File: src/rtl/divider_pkg.sv
// Shared types and helpers for the sequential restoring divider.
package divider_pkg;

   typedef enum logic [1:0] {
      IDLE   = 2'd0,
      RUN    = 2'd1,
      FINISH = 2'd2
   } state_e;

   // Bits needed for the iteration counter, which counts WIDTH-1 down to 0.
   function automatic int unsigned cnt_width(input int unsigned width);
      return (width < 2) ? 1 : $clog2(width);
   endfunction

endpackage

File: src/rtl/divider_fd.sv
// Divider datapath: A/Q/B registers, WIDTH+1-bit trial subtractor and the
// loadable iteration down-counter with zero flag.
module divider_fd
   import divider_pkg::*;
#(
   parameter int unsigned WIDTH = 8
) (
   input  logic             clk,
   input  logic             rst,
   input  logic             a_ld,
   input  logic             a_en,
   input  logic             q_ld,
   input  logic             q_en,
   input  logic             cnt_ld,
   input  logic             cnt_en,
   input  logic [WIDTH-1:0] ld_dividend,
   input  logic [WIDTH-1:0] ld_divisor,
   output logic [WIDTH-1:0] q_nxt,
   output logic [WIDTH-1:0] r_nxt,
   output logic             tneg,
   output logic             zero
);

   localparam int unsigned CW = cnt_width(WIDTH);

   logic [WIDTH:0]   a_q, a_d, a_sh, t_c, a_step;
   logic [WIDTH-1:0] q_q, q_d, b_q, b_d, q_step;
   logic [CW-1:0]    cnt_q, cnt_d;

   // One restoring step: shift {A,Q} left, keep the difference if it is non-negative.
   always_comb begin
      a_sh   = {a_q[WIDTH-1:0], q_q[WIDTH-1]};
      t_c    = a_sh - {1'b0, b_q};
      tneg   = t_c[WIDTH];
      a_step = tneg ? a_sh : t_c;
      q_step = {q_q[WIDTH-2:0], ~tneg};
   end

   assign q_nxt = q_step;
   assign r_nxt = a_step[WIDTH-1:0];
   assign zero  = (cnt_q == '0);

   always_comb begin
      a_d   = a_q;
      q_d   = q_q;
      b_d   = b_q;
      cnt_d = cnt_q;
      if (a_ld)
         a_d = '0;
      else if (a_en)
         a_d = a_step;
      if (q_ld) begin
         q_d = ld_dividend;
         b_d = ld_divisor;
      end else if (q_en) begin
         q_d = q_step;
      end
      if (cnt_ld)
         cnt_d = CW'(WIDTH - 1);
      else if (cnt_en)
         cnt_d = cnt_q - CW'(1);
   end

   always_ff @(posedge clk or negedge rst) begin
      if (!rst) begin
         a_q   <= '0;
         q_q   <= '0;
         b_q   <= '0;
         cnt_q <= '0;
      end else begin
         a_q   <= a_d;
         q_q   <= q_d;
         b_q   <= b_d;
         cnt_q <= cnt_d;
      end
   end

endmodule

File: src/rtl/divider_seq.sv
// Sequential restoring divider, one quotient bit per clock, with control FSM.
// Define DIVIDER_SIGNED_EN for two's-complement operands (truncating division).
module divider_seq
   import divider_pkg::*;
#(
   parameter int unsigned WIDTH = 8
) (
   input  logic             clk,
   input  logic             rst,
   input  logic             start,
   input  logic [WIDTH-1:0] dividend,
   input  logic [WIDTH-1:0] divisor,
   output logic             busy,
   output logic             done,
   output logic [WIDTH-1:0] quotient,
   output logic [WIDTH-1:0] remainder,
   output logic             div_zero
);

   state_e state_q, state_d;

   logic a_ld, a_en, q_ld, q_en, cnt_ld, cnt_en;
   logic tneg, zero;
   logic [WIDTH-1:0] ld_dividend, ld_divisor, q_nxt, r_nxt, q_fin, r_fin;

   logic             busy_q, busy_d, done_q, done_d, div_zero_q, div_zero_d;
   logic [WIDTH-1:0] quotient_q, quotient_d, remainder_q, remainder_d;

   logic accept_c, dz_c;
   assign accept_c = (state_q == IDLE) && start;
   assign dz_c     = (divisor == '0);

`ifdef DIVIDER_SIGNED_EN
   logic qneg_q, rneg_q;

   // Iterate on magnitudes; signs are reapplied when the result is captured.
   assign ld_dividend = dividend[WIDTH-1] ? (~dividend + WIDTH'(1)) : dividend;
   assign ld_divisor  = divisor[WIDTH-1]  ? (~divisor + WIDTH'(1))  : divisor;
   assign q_fin       = qneg_q ? (~q_nxt + WIDTH'(1)) : q_nxt;
   assign r_fin       = rneg_q ? (~r_nxt + WIDTH'(1)) : r_nxt;

   always_ff @(posedge clk or negedge rst) begin
      if (!rst) begin
         qneg_q <= 1'b0;
         rneg_q <= 1'b0;
      end else if (q_ld) begin
         qneg_q <= dividend[WIDTH-1] ^ divisor[WIDTH-1];
         rneg_q <= dividend[WIDTH-1];
      end
   end
`else
   assign ld_dividend = dividend;
   assign ld_divisor  = divisor;
   assign q_fin       = q_nxt;
   assign r_fin       = r_nxt;
`endif

   divider_fd #(.WIDTH(WIDTH)) u_fd (
      .clk        (clk),
      .rst        (rst),
      .a_ld       (a_ld),
      .a_en       (a_en),
      .q_ld       (q_ld),
      .q_en       (q_en),
      .cnt_ld     (cnt_ld),
      .cnt_en     (cnt_en),
      .ld_dividend(ld_dividend),
      .ld_divisor (ld_divisor),
      .q_nxt      (q_nxt),
      .r_nxt      (r_nxt),
      .tneg       (tneg),
      .zero       (zero)
   );

   always_ff @(posedge clk or negedge rst) begin
      if (!rst)
         state_q <= IDLE;
      else
         state_q <= state_d;
   end

   always_comb begin
      state_d = state_q;
      case (state_q)
         IDLE:    if (start) state_d = dz_c ? FINISH : RUN;
         RUN:     if (zero) state_d = FINISH;
         FINISH:  state_d = IDLE;
         default: state_d = IDLE;
      endcase
   end

   // Datapath controls and next values of the registered outputs.
   always_comb begin
      a_ld        = 1'b0;
      a_en        = 1'b0;
      q_ld        = 1'b0;
      q_en        = 1'b0;
      cnt_ld      = 1'b0;
      cnt_en      = 1'b0;
      busy_d      = (state_d != IDLE);
      done_d      = (state_d == FINISH);
      quotient_d  = quotient_q;
      remainder_d = remainder_q;
      div_zero_d  = div_zero_q;
      case (state_q)
         IDLE: begin
            if (accept_c && !dz_c) begin
               a_ld   = 1'b1;
               q_ld   = 1'b1;
               cnt_ld = 1'b1;
            end else if (accept_c) begin
               quotient_d  = '1;
               remainder_d = dividend;
               div_zero_d  = 1'b1;
            end
         end
         RUN: begin
            a_en   = 1'b1;
            q_en   = 1'b1;
            cnt_en = 1'b1;
            if (zero) begin
               quotient_d  = q_fin;
               remainder_d = r_fin;
               div_zero_d  = 1'b0;
            end
         end
         default: ;
      endcase
   end

   always_ff @(posedge clk or negedge rst) begin
      if (!rst) begin
         busy_q      <= 1'b0;
         done_q      <= 1'b0;
         quotient_q  <= '0;
         remainder_q <= '0;
         div_zero_q  <= 1'b0;
      end else begin
         busy_q      <= busy_d;
         done_q      <= done_d;
         quotient_q  <= quotient_d;
         remainder_q <= remainder_d;
         div_zero_q  <= div_zero_d;
      end
   end

   assign busy      = busy_q;
   assign done      = done_q;
   assign quotient  = quotient_q;
   assign remainder = remainder_q;
   assign div_zero  = div_zero_q;

endmodule

File: config.mk
export PLATFORM = sky130hd
export DESIGN_NAME = divider_seq
export DESIGN_NICKNAME = d
export VERILOG_FILES = /design/src/rtl/divider_pkg.sv /design/src/rtl/divider_fd.sv /design/src/rtl/divider_seq.sv
export SDC_FILE = /design/constraint.sdc
export NUM_CORES = 1
export LEC_CHECK = 0
export BUFFER_PORTS_ARGS = -buffer_cell sky130_fd_sc_hd__buf_2
export CAP_MARGIN = 15
export CORE_MARGIN = 2
export CORE_UTILIZATION = 48
export DETAILED_ROUTE_END_ITERATION = 7
export HOLD_SLACK_MARGIN = 0.06
export PLACE_DENSITY = 0.69
export SKIP_CTS_REPAIR_TIMING = 1
export SLEW_MARGIN = 30
export SYNTH_ARGS = -nofsm -noshare
export SYNTH_HDL_FRONTEND = slang
export SYNTH_SLANG_ARGS = --single-unit
File: constraint.sdc
create_clock -name clk -period 3 [get_ports clk]
set_input_delay 0 -clock clk [delete_from_list [all_inputs] [get_ports clk]]
set_output_delay 0 -clock clk [all_outputs]
set_load 0.03 [all_outputs]
==> results_dict.tcl, run 1 <==
set metrics [dict create \
    nNetsFinal 337 \
    post-place-cells 350 \
    synth_edf_count 0 \
    initial_core_util_pct 50.7 \
    antenna_cells_inserted 0 \
    synth.most_common_cell "dfrtp_1" \
    post_route_cells_drive_above_1_share_pct 20.1 \
    final_util_pct 61.8 \
    grtUsageTotal_pct 20.9 \
    placement.io_buffers 37 \
    syn_avg_cell_area_um2 9.69 \
    clock_sink_count 48 \
    worstPathBufferInverterCount 3 \
    dieWidth_um 75.3 \
    cts_tree "done" \
    gp_routability_congestion 0.751 \
    viasPerCell 5.38 \
    maxCapViolCount 0 \
    core_area_mm2 0.00482 \
    drtPass1Iterations 4 \
    synth_top_cells_by_area "dfrtp_1 (49%), nand2_1 (6.3%), o21ai_0 (5.7%)" \
    area_delta_synth_final_pct 21.9 \
    p_leak_nw 1.38 \
    die_area_mm2 0.00567 \
    drv_slew 0 \
    finish.cell_count_without_fillers 375 \
    chipHeight_um 75.3 \
    worst-path-max-fanout 4 \
    grt_overflow 0 \
    powerDensity_mw_per_mm2 1350 \
    status "complete, no violations" \
    cp_slowest_stage_delay_ns 0.44 \
    postRouteWirelength_mm 5.56 \
    synthTopCellsByCount "dfrtp_1 (48), nand2_1 (41), o21ai_0 (28)" \
    clkLatencyLatePin_ns 0.29 \
    place.detailed.hpwl_mm 3.93 \
    post_syn_nets 282 \
    total_clock_buffers_created_by_cts 5 \
    min_path_type "input port to flip-flop" \
    fin_tns_setup_ns 0 \
    drc_errors 0 \
    grt_pass1_vias 1921 \
    fin_hold_viols 0 \
    cell_chain_critical_path "inv_1 -> ha_1 -> inv_1 -> fa_1 -> a211oi_2 -> nor3_2 -> mux2i_1 -> a2111oi_4 -> buf_4 -> mux2i_1 -> o22ai_1" \
    path_delay_family "compound AO/OA/AOI/OAI gates" \
    synthDistinctLibCells 36 \
    grt_setup_unrepaired "no" \
    yosys_register_bits 48 \
    relSlewSlack_pct 38.4 \
    ys_dominant_reg_cell "dfrtp_1" \
    final.hold.worst_slack_ns 0.0331 \
    initialDrtViolationCount 100 \
    vdd.ir_drop.worst_mv 0.649 \
    setup-violations-final 0 \
    largest_net_degree_at_the_start_of_global_routing 49 \
    cp_data_required_time_ns 3.16 \
    worst-endpoint-arrival_ns 2.92 \
    ys_async_sr_fraction_pct 100 \
    netlist_instances 252 \
    wire_length_of_the_first_global_routing_pass_mm 9.02 \
    timing.setup.critical_path_class "flip-flop to flip-flop" \
    yosysWarnings 0 \
    antenna_violating_nets_post_route 0 \
    timing.final.crit_period_ns 2.76 \
    mapped_cell_area_mm2 0.00244 \
    timing.final.crit_share_pct 92.1 \
    synth_sequential_area_ratio_pct 49.2 \
    clk_pin_slew_ns 0.08 \
    achievable-frequency_mhz 362 \
    routed_wire_length_per_instance_um 14.8 \
    ctsHtreeMaxLevel 2 \
    row_count 25 \
    antenna_found_initial 0 \
    clock_path_buffers 2 \
    synth_area_leader_cell "dfrtp_1" \
    post-synth-top-area-fraction_pct 49.2 \
    cpMaxStageDelayCell "fa_1" \
    setup.worst_path.end_class "flip-flop" \
    crit_path_start_kind "flip-flop" \
    clock_tree.root_cell "clkbuf_8" \
    io_pins 38 \
    vias 2019 \
    clock-skew-final_ns 0.00354 \
    tightest_slew_ns 0.921 \
]
placed cells by master, fill, tap and decap left out, types with 2 or more instances in the layout:
master,count
buf_2,36
nor3_1,8
nand2_1,41
o221ai_2,6
xnor2_1,4
dlygate4sd3_1,17
mux2i_1,9
ha_1,10
a21o_1,2
o21ai_0,28
nor2_1,19
clkbuf_1,2
a22oi_1,8
nand2b_1,3
dfrtp_1,48
clkbuf_8,6
inv_1,12
a21oi_1,16
buf_4,6
o22ai_1,2
and2_1,3
nand3_1,2
nor4_1,2
registers in the layout (all words and copies together) (netlist names):
name        cells
remainder       8
u_fd.q_q        8
state_q         2
u_fd.a_q        8
done            1
u_fd.b_q        8
div_zero        1
busy            1
u_fd.cnt_q      3
quotient        8
per-layer routing:
layer	part of all wire, %	track usage, %	up-vias
li1	-	-	988
met5	0	0	-
met2	49	33.6	38
met1	47	29.9	987
met3	2.9	3.84	6
met4	1.1	4.87	0
power by group:
part	internal [mW]	leakage, nW	total (mW)	switching (mW)
clock network	0.188	0.0455	0.389	0.201
registers	0.971	0.577	1.16	0.190
logic	0.995	0.756	2.46	1.46
total	2.15	1.38	4.01	1.85
layout make-up:
cell class / count / area (um^2)
Clock buffer: 8 / 90.1
Fill cell: 420 / 1840
Inverter: 13 / 48.8
Multi-Input combinational cell: 180 / 1160
Sequential cell: 48 / 1200
Tap cell: 67 / 83.8
Timing Repair Buffer: 59 / 395
logic make-up after synthesis:
logic type                 share of synthesized area (%)
xor gates and xnor gates                            1.79
and+or+nand+nor                                     14.8
DFF                                                 49.2
muxes                                               4.71
AOI/OAI and AO/OA                                   19.9
buffers and inverters                               3.69
adders and majority gates                           5.94
tightest hold or removal path: cells and delay by family:
family | cells | cell delay (ns)
and+or+nand+nor | 2 | 0.20
buffers and inverters | 1 | 0.08
worst paths after layout:
kind	slack [ns]	endpoint	depth (start not counted)	startpoint
worst max-delay path	0.24	remainder[5]	11	u_fd.q_q[7]
worst min register to register	0.49	div_zero	1	div_zero
worst min-delay path	0.03	busy	3	start
max in group asynchronous	2.34	u_fd.q_q[5]	2	rst
worst max register to register	0.24	remainder[5]	11	u_fd.q_q[7]
min in group asynchronous	0.25	quotient[2]	2	rst
through the flow:
| stage | total power [mW] | instance area [um^2] | worst slack [ns] |
|---|---|---|---|
| after floorplan | 2.98 | 2440 | 0.256 |
| after global routing | 4.35 | 2980 | 0.00101 |
| after CTS | 3.98 | 2800 | 0.203 |
| after detailed placement | 3.57 | 2710 | 0.223 |
| after global placement | 3.53 | 2710 | 0.340 |
| final | 4.01 | 2980 | 0.238 |
Note: power is estimated with default switching activity, not from simulation.
==> run 2, diff against run 1 <==
--- a/config.mk
+++ b/config.mk
@@ -10,7 +10,7 @@
 export CORE_MARGIN = 2
 export CORE_UTILIZATION = 48
 export DETAILED_ROUTE_END_ITERATION = 7
-export HOLD_SLACK_MARGIN = 0.06
+export HOLD_SLACK_MARGIN = 0.08
 export PLACE_DENSITY = 0.69
 export SKIP_CTS_REPAIR_TIMING = 1
 export SLEW_MARGIN = 30
==> run 2 against run 1 <==
Compared with the run above: global-route usage unchanged; maximum frequency about the same; flip-flop and latch count unchanged; die area unchanged; non-clock buffer count up 1; sequential share of layout area down 0.14 points; sequential power about the same; cell count up 0.27%; cell area up 0.34%; via count up 0.15%; first-iteration DRC count down 2.0%; clock power about the same; largest cell class unchanged; highest routed layer unchanged.
==> results_dict.tcl, run 2 (synthesis results as in run 1) <==
set metrics [dict create \
    total_clock_buffers_created_by_cts 5 \
    io_pins 38 \
    initial_core_util_pct 50.7 \
    grt_pass1_vias 1921 \
    routed_wire_length_per_instance_um 14.9 \
    setup-violations-final 0 \
    grt_setup_unrepaired "no" \
    core_area_mm2 0.00482 \
    min_path_type "input port to asynchronous set/reset pin" \
    row_count 25 \
    drc_errors 0 \
    final.hold.worst_slack_ns 0.247 \
    path_delay_family "compound AO/OA/AOI/OAI gates" \
    gp_routability_congestion 0.751 \
    post-layout-total-power_mw 4.01 \
    status "complete, no violations" \
    wire_length_of_the_first_global_routing_pass_mm 9.02 \
    dieWidth_um 75.3 \
    grt_overflow 0 \
    fill_cells 419 \
    worst-r2r-cell-count 11 \
    post-route-worst-setup-slack_ns 0.240 \
    fin_hold_viols 0 \
    cts_tree "done" \
    p_leak_nw 1.38 \
    timing.final.crit_period_ns 2.76 \
    clock_path_buffers 2 \
    cpMaxStageDelayCell "fa_1" \
    r2r-end "remainder[5]" \
    fin_tns_setup_ns 0 \
    viasPerCell 5.38 \
    initialDrtViolationCount 98 \
    worstPathBufferInverterCount 3 \
    drv_slew 0 \
    setup.worst_path.end_class "flip-flop" \
    antenna_found_initial 0 \
    cp_data_required_time_ns 3.16 \
    tightest_slew_ns 0.913 \
    placement.io_buffers 37 \
    vias 2022 \
    area_delta_synth_final_pct 22.3 \
    drtPass1Iterations 4 \
    cp_slowest_stage_delay_ns 0.44 \
    clkLatencyLatePin_ns 0.29 \
    timing.setup.critical_path_class "flip-flop to flip-flop" \
    worst-path-max-fanout 4 \
    rrSetupSlack_ns 0.24 \
    powerDensity_mw_per_mm2 1340 \
    timing.final.crit_share_pct 92.0 \
    final_util_pct 62.0 \
    achievable-frequency_mhz 362 \
    preCtsSetupSlack_ns 0.223 \
    cell_chain_critical_path "inv_1 -> ha_1 -> inv_1 -> fa_1 -> a211oi_2 -> nor3_2 -> mux2i_1 -> a2111oi_4 -> buf_4 -> mux2i_1 -> o22ai_1" \
    ctsHtreeMaxLevel 2 \
    die_area_mm2 0.00567 \
    layout.cells.most_common_list "dfrtp_1 (48), nand2_1 (41), buf_2 (36)" \
    chipHeight_um 75.3 \
    clk_pin_slew_ns 0.08 \
    post_route_cells_drive_above_1_share_pct 20.1 \
    nNetsFinal 338 \
    antenna_cells_inserted 0 \
    largest_net_degree_at_the_start_of_global_routing 49 \
    layout_commonest_cell "dfrtp_1" \
    clock_sink_count 48 \
    clock-skew-final_ns 0.00501 \
    crit_path_start_kind "flip-flop" \
    relSlewSlack_pct 39.0 \
    worst-endpoint-arrival_ns 2.92 \
    postRouteWirelength_mm 5.59 \
    clock_tree.root_cell "clkbuf_8" \
    maxCapViolCount 0 \
    antenna_violating_nets_post_route 0 \
    grtUsageTotal_pct 20.9 \
    place.detailed.hpwl_mm 3.93 \
    worstReg2RegStart "u_fd.q_q[7]" \
    vdd.ir_drop.worst_mv 0.646 \
]
==> run 2: worst max path at each step <==
stage / depth (start not counted) / startpoint / to / slack [ns]
floorplan: 10 / u_fd.q_q[7] / remainder[0] / 0.26
global placement: 11 / u_fd.q_q[7] / remainder[5] / 0.34
detailed placement: 11 / u_fd.q_q[7] / remainder[1] / 0.22
CTS: 11 / u_fd.q_q[7] / remainder[1] / 0.20
global route: 11 / u_fd.q_q[7] / remainder[4] / 0.001
finish: 11 / u_fd.q_q[7] / remainder[5] / 0.24
==> run 2: area by class of cell <==
| type | instances | area, um^2 | share of cell area (%) |
|---|---|---|---|
| multi-input combinational | 180 | 1160 | 38.8 |
| inverter | 13 | 48.8 | 1.63 |
| sequential | 48 | 1200 | 40.2 |
| clock buffer | 8 | 90.1 | 3.02 |
| tap | 67 | 83.8 | 2.81 |
| timing repair buffer | 60 | 405 | 13.6 |
==> run 2: worst reg2reg max path: stages, from the launching register on <==
cell and delay, ns:
dfrtp_1 0.39, inv_1 0.08, ha_1 0.16, inv_1 0.06, fa_1 0.44, a211oi_2 0.27, nor3_2 0.08, mux2i_1 0.15
a2111oi_4 0.35, buf_4 0.21, mux2i_1 0.32, o22ai_1 0.14
==> run 2: stage by stage <==
stage	area (um^2)	instances
2_1_floorplan	2440	252
3_3_place_gp	2710	350
3_5_place_dp	2710	350
4_1_cts	2800	358
5_1_grt	2990	376
6_report	2990	376
==> run 2: report_power, final <==
group | internal, mW | switching [mW]
registers | 0.971 | 0.189
clock network | 0.188 | 0.200
logic | 0.996 | 1.46
total | 2.16 | 1.85
==> run 2: layer usage <==
layer | vias to the layer above | share of wire [%] | GRT usage [%]
li1 | 991 | - | -
met1 | 990 | 47 | 29.9
met2 | 35 | 49 | 33.6
met3 | 6 | 2.5 | 3.84
met4 | 0 | 1.1 | 4.87
met5 | - | 0 | 0
==> run 3, diff against run 2 <==
--- a/config.mk
+++ b/config.mk
@@ -9,6 +9,7 @@
 export CAP_MARGIN = 15
 export CORE_MARGIN = 2
 export CORE_UTILIZATION = 48
+export CTS_BUF_LIST = sky130_fd_sc_hd__clkbuf_2 sky130_fd_sc_hd__clkbuf_4 sky130_fd_sc_hd__clkbuf_8
 export DETAILED_ROUTE_END_ITERATION = 7
 export HOLD_SLACK_MARGIN = 0.08
 export PLACE_DENSITY = 0.69
==> run 3 against run 2 <==
Compared with the run above: cell area rose by 0.25%; global-route usage unchanged; worst setup slack worse by 0.0027 ns; maximum frequency about the same; non-clock buffer count unchanged; sequential share of layout area shrank 0.10 points; cell count did not move; power increased by 0.56%; utilization is 0.16 points higher; die area is the same; critical path type unchanged; critical endpoint unchanged; clock power up 5%.
==> results_dict.tcl, run 3 (synthesis results as in run 1) <==
set metrics [dict create \
    status "complete, no violations" \
    antenna_cells_inserted 0 \
    core_area_mm2 0.00482 \
    clock_path_buffers 2 \
    row_count 25 \
    worst-path-max-fanout 4 \
    nNetsFinal 338 \
    placement.io_buffers 37 \
    postRouteWirelength_mm 5.59 \
    achievable-frequency_mhz 362 \
    setup-violations-final 0 \
    layout_commonest_cell "dfrtp_1" \
    layout.cells.most_common_list "dfrtp_1 (48), nand2_1 (41), buf_2 (36)" \
    grt_pass1_vias 1921 \
    fill_cells 418 \
    cts_tree "done" \
    clock-skew-final_ns 0.00427 \
    highest-signal-layer "met4" \
    total_clock_buffers_created_by_cts 5 \
    area_delta_synth_final_pct 22.6 \
    timing.final.crit_share_pct 92.1 \
    powerDensity_mw_per_mm2 1350 \
    clkLatencyLatePin_ns 0.29 \
    vias 2029 \
    routed_wire_length_per_instance_um 14.9 \
    p_leak_nw 1.39 \
    wire_length_of_the_first_global_routing_pass_mm 9.02 \
    grtUsageTotal_pct 20.9 \
    antenna_found_initial 0 \
    post_route_cells_drive_above_1_share_pct 20.7 \
    finish.cell_count_without_fillers 376 \
    io_pins 38 \
    fin_hold_viols 0 \
    cell_area_reported_after_detailed_placement_mm2 0.00271 \
    grt_overflow 0 \
    maxCapViolCount 0 \
    timing.final.crit_period_ns 2.76 \
    vdd.ir_drop.worst_mv 0.649 \
    gp_routability_congestion 0.751 \
    antenna_violating_nets_post_route 0 \
    place.detailed.hpwl_mm 3.93 \
    post-place-cells 350 \
    clock_tree.root_cell "clkbuf_8" \
    clk_pin_slew_ns 0.08 \
    drt-met1-wl_mm 2.60 \
    drtPass1Iterations 4 \
    cp_slowest_stage_delay_ns 0.44 \
    cell_chain_critical_path "inv_1 -> ha_1 -> inv_1 -> fa_1 -> a211oi_2 -> nor3_2 -> mux2i_1 -> a2111oi_4 -> buf_4 -> mux2i_1 -> o22ai_1" \
    drv_slew 0 \
    fin_tns_setup_ns 0 \
    crit_path_start_kind "flip-flop" \
    tightest_slew_ns 0.913 \
    setup.worst_path.end_class "flip-flop" \
    initial_core_util_pct 50.7 \
    final_area_mm2 0.00299 \
    worst-endpoint-arrival_ns 2.92 \
    post-route-worst-setup-slack_ns 0.237 \
    route.met2.wl_mm 2.78 \
    dieWidth_um 75.3 \
    cpMaxStageDelayCell "fa_1" \
    post-layout-total-power_mw 4.03 \
    timing.setup.critical_path_class "flip-flop to flip-flop" \
    cp_data_required_time_ns 3.16 \
    die_area_mm2 0.00567 \
    clock_sink_count 48 \
    chipHeight_um 75.3 \
    min_path_type "input port to asynchronous set/reset pin" \
    ctsHtreeMaxLevel 2 \
    largest_net_degree_at_the_start_of_global_routing 49 \
    initialDrtViolationCount 72 \
    preCtsSetupSlack_ns 0.223 \
    relSlewSlack_pct 39.0 \
    viasPerCell 5.40 \
    grt_setup_unrepaired "no" \
    route.met3.wl_um 143 \
    drc_errors 0 \
]
-- run 3: layer usage --
metal | up-vias | GRT usage, %
met5 | - | 0
met4 | 0 | 4.87
met3 | 6 | 3.84
met2 | 38 | 33.6
met1 | 995 | 29.9
li1 | 990 | -
-- run 3: path summary, 6_finish.rpt --
kind / slack (ns) / start / cells after the start / end
max: 0.24 / u_fd.q_q[7] / 11 / remainder[5]
min: 0.25 / rst / 2 / quotient[2]
max reg2reg: 0.24 / u_fd.q_q[7] / 11 / remainder[5]
min reg2reg: 0.49 / u_fd.q_q[7] / 2 / u_fd.q_q[7]
max in group asynchronous: 2.33 / rst / 2 / u_fd.q_q[5]
min in group clk: 0.47 / divisor[4] / 4 / u_fd.b_q[4]
-- run 3: final cells by class --
type | count | area [um^2] | share of cell area [%]
inverter | 13 | 48.8 | 1.63
multi-input combinational | 180 | 1160 | 38.7
sequential | 48 | 1200 | 40.1
timing repair buffer | 60 | 405 | 13.5
tap | 67 | 83.8 | 2.80
clock buffer | 8 | 97.6 | 3.26
-- run 3: report_power, final --
part	internal (mW)	switching, mW	total [mW]	leakage, nW
logic	0.996	1.47	2.46	0.760
clock network	0.206	0.200	0.406	0.0523
registers	0.971	0.189	1.16	0.577
-- run 3: critical path: cells and delay by family, from the launching register on --
kind                       cells  cell delay (ns)
AOI/OAI and AO/OA              3             0.76
buffers and inverters          3             0.34
muxes                          2             0.47
adders and majority gates      2             0.60
and+or+nand+nor                1             0.08
DFF                            1             0.38
-- run 3: stage by stage --
step / hold slack [ns] / util [%]
CTS: -0.270 / 58.3
detailed placement: 0.0529 / 56.3
global route: 0.299 / 62.2
global placement: 0.222 / 56.3
floorplan: -0.296 / -
finish: 0.247 / 62.2
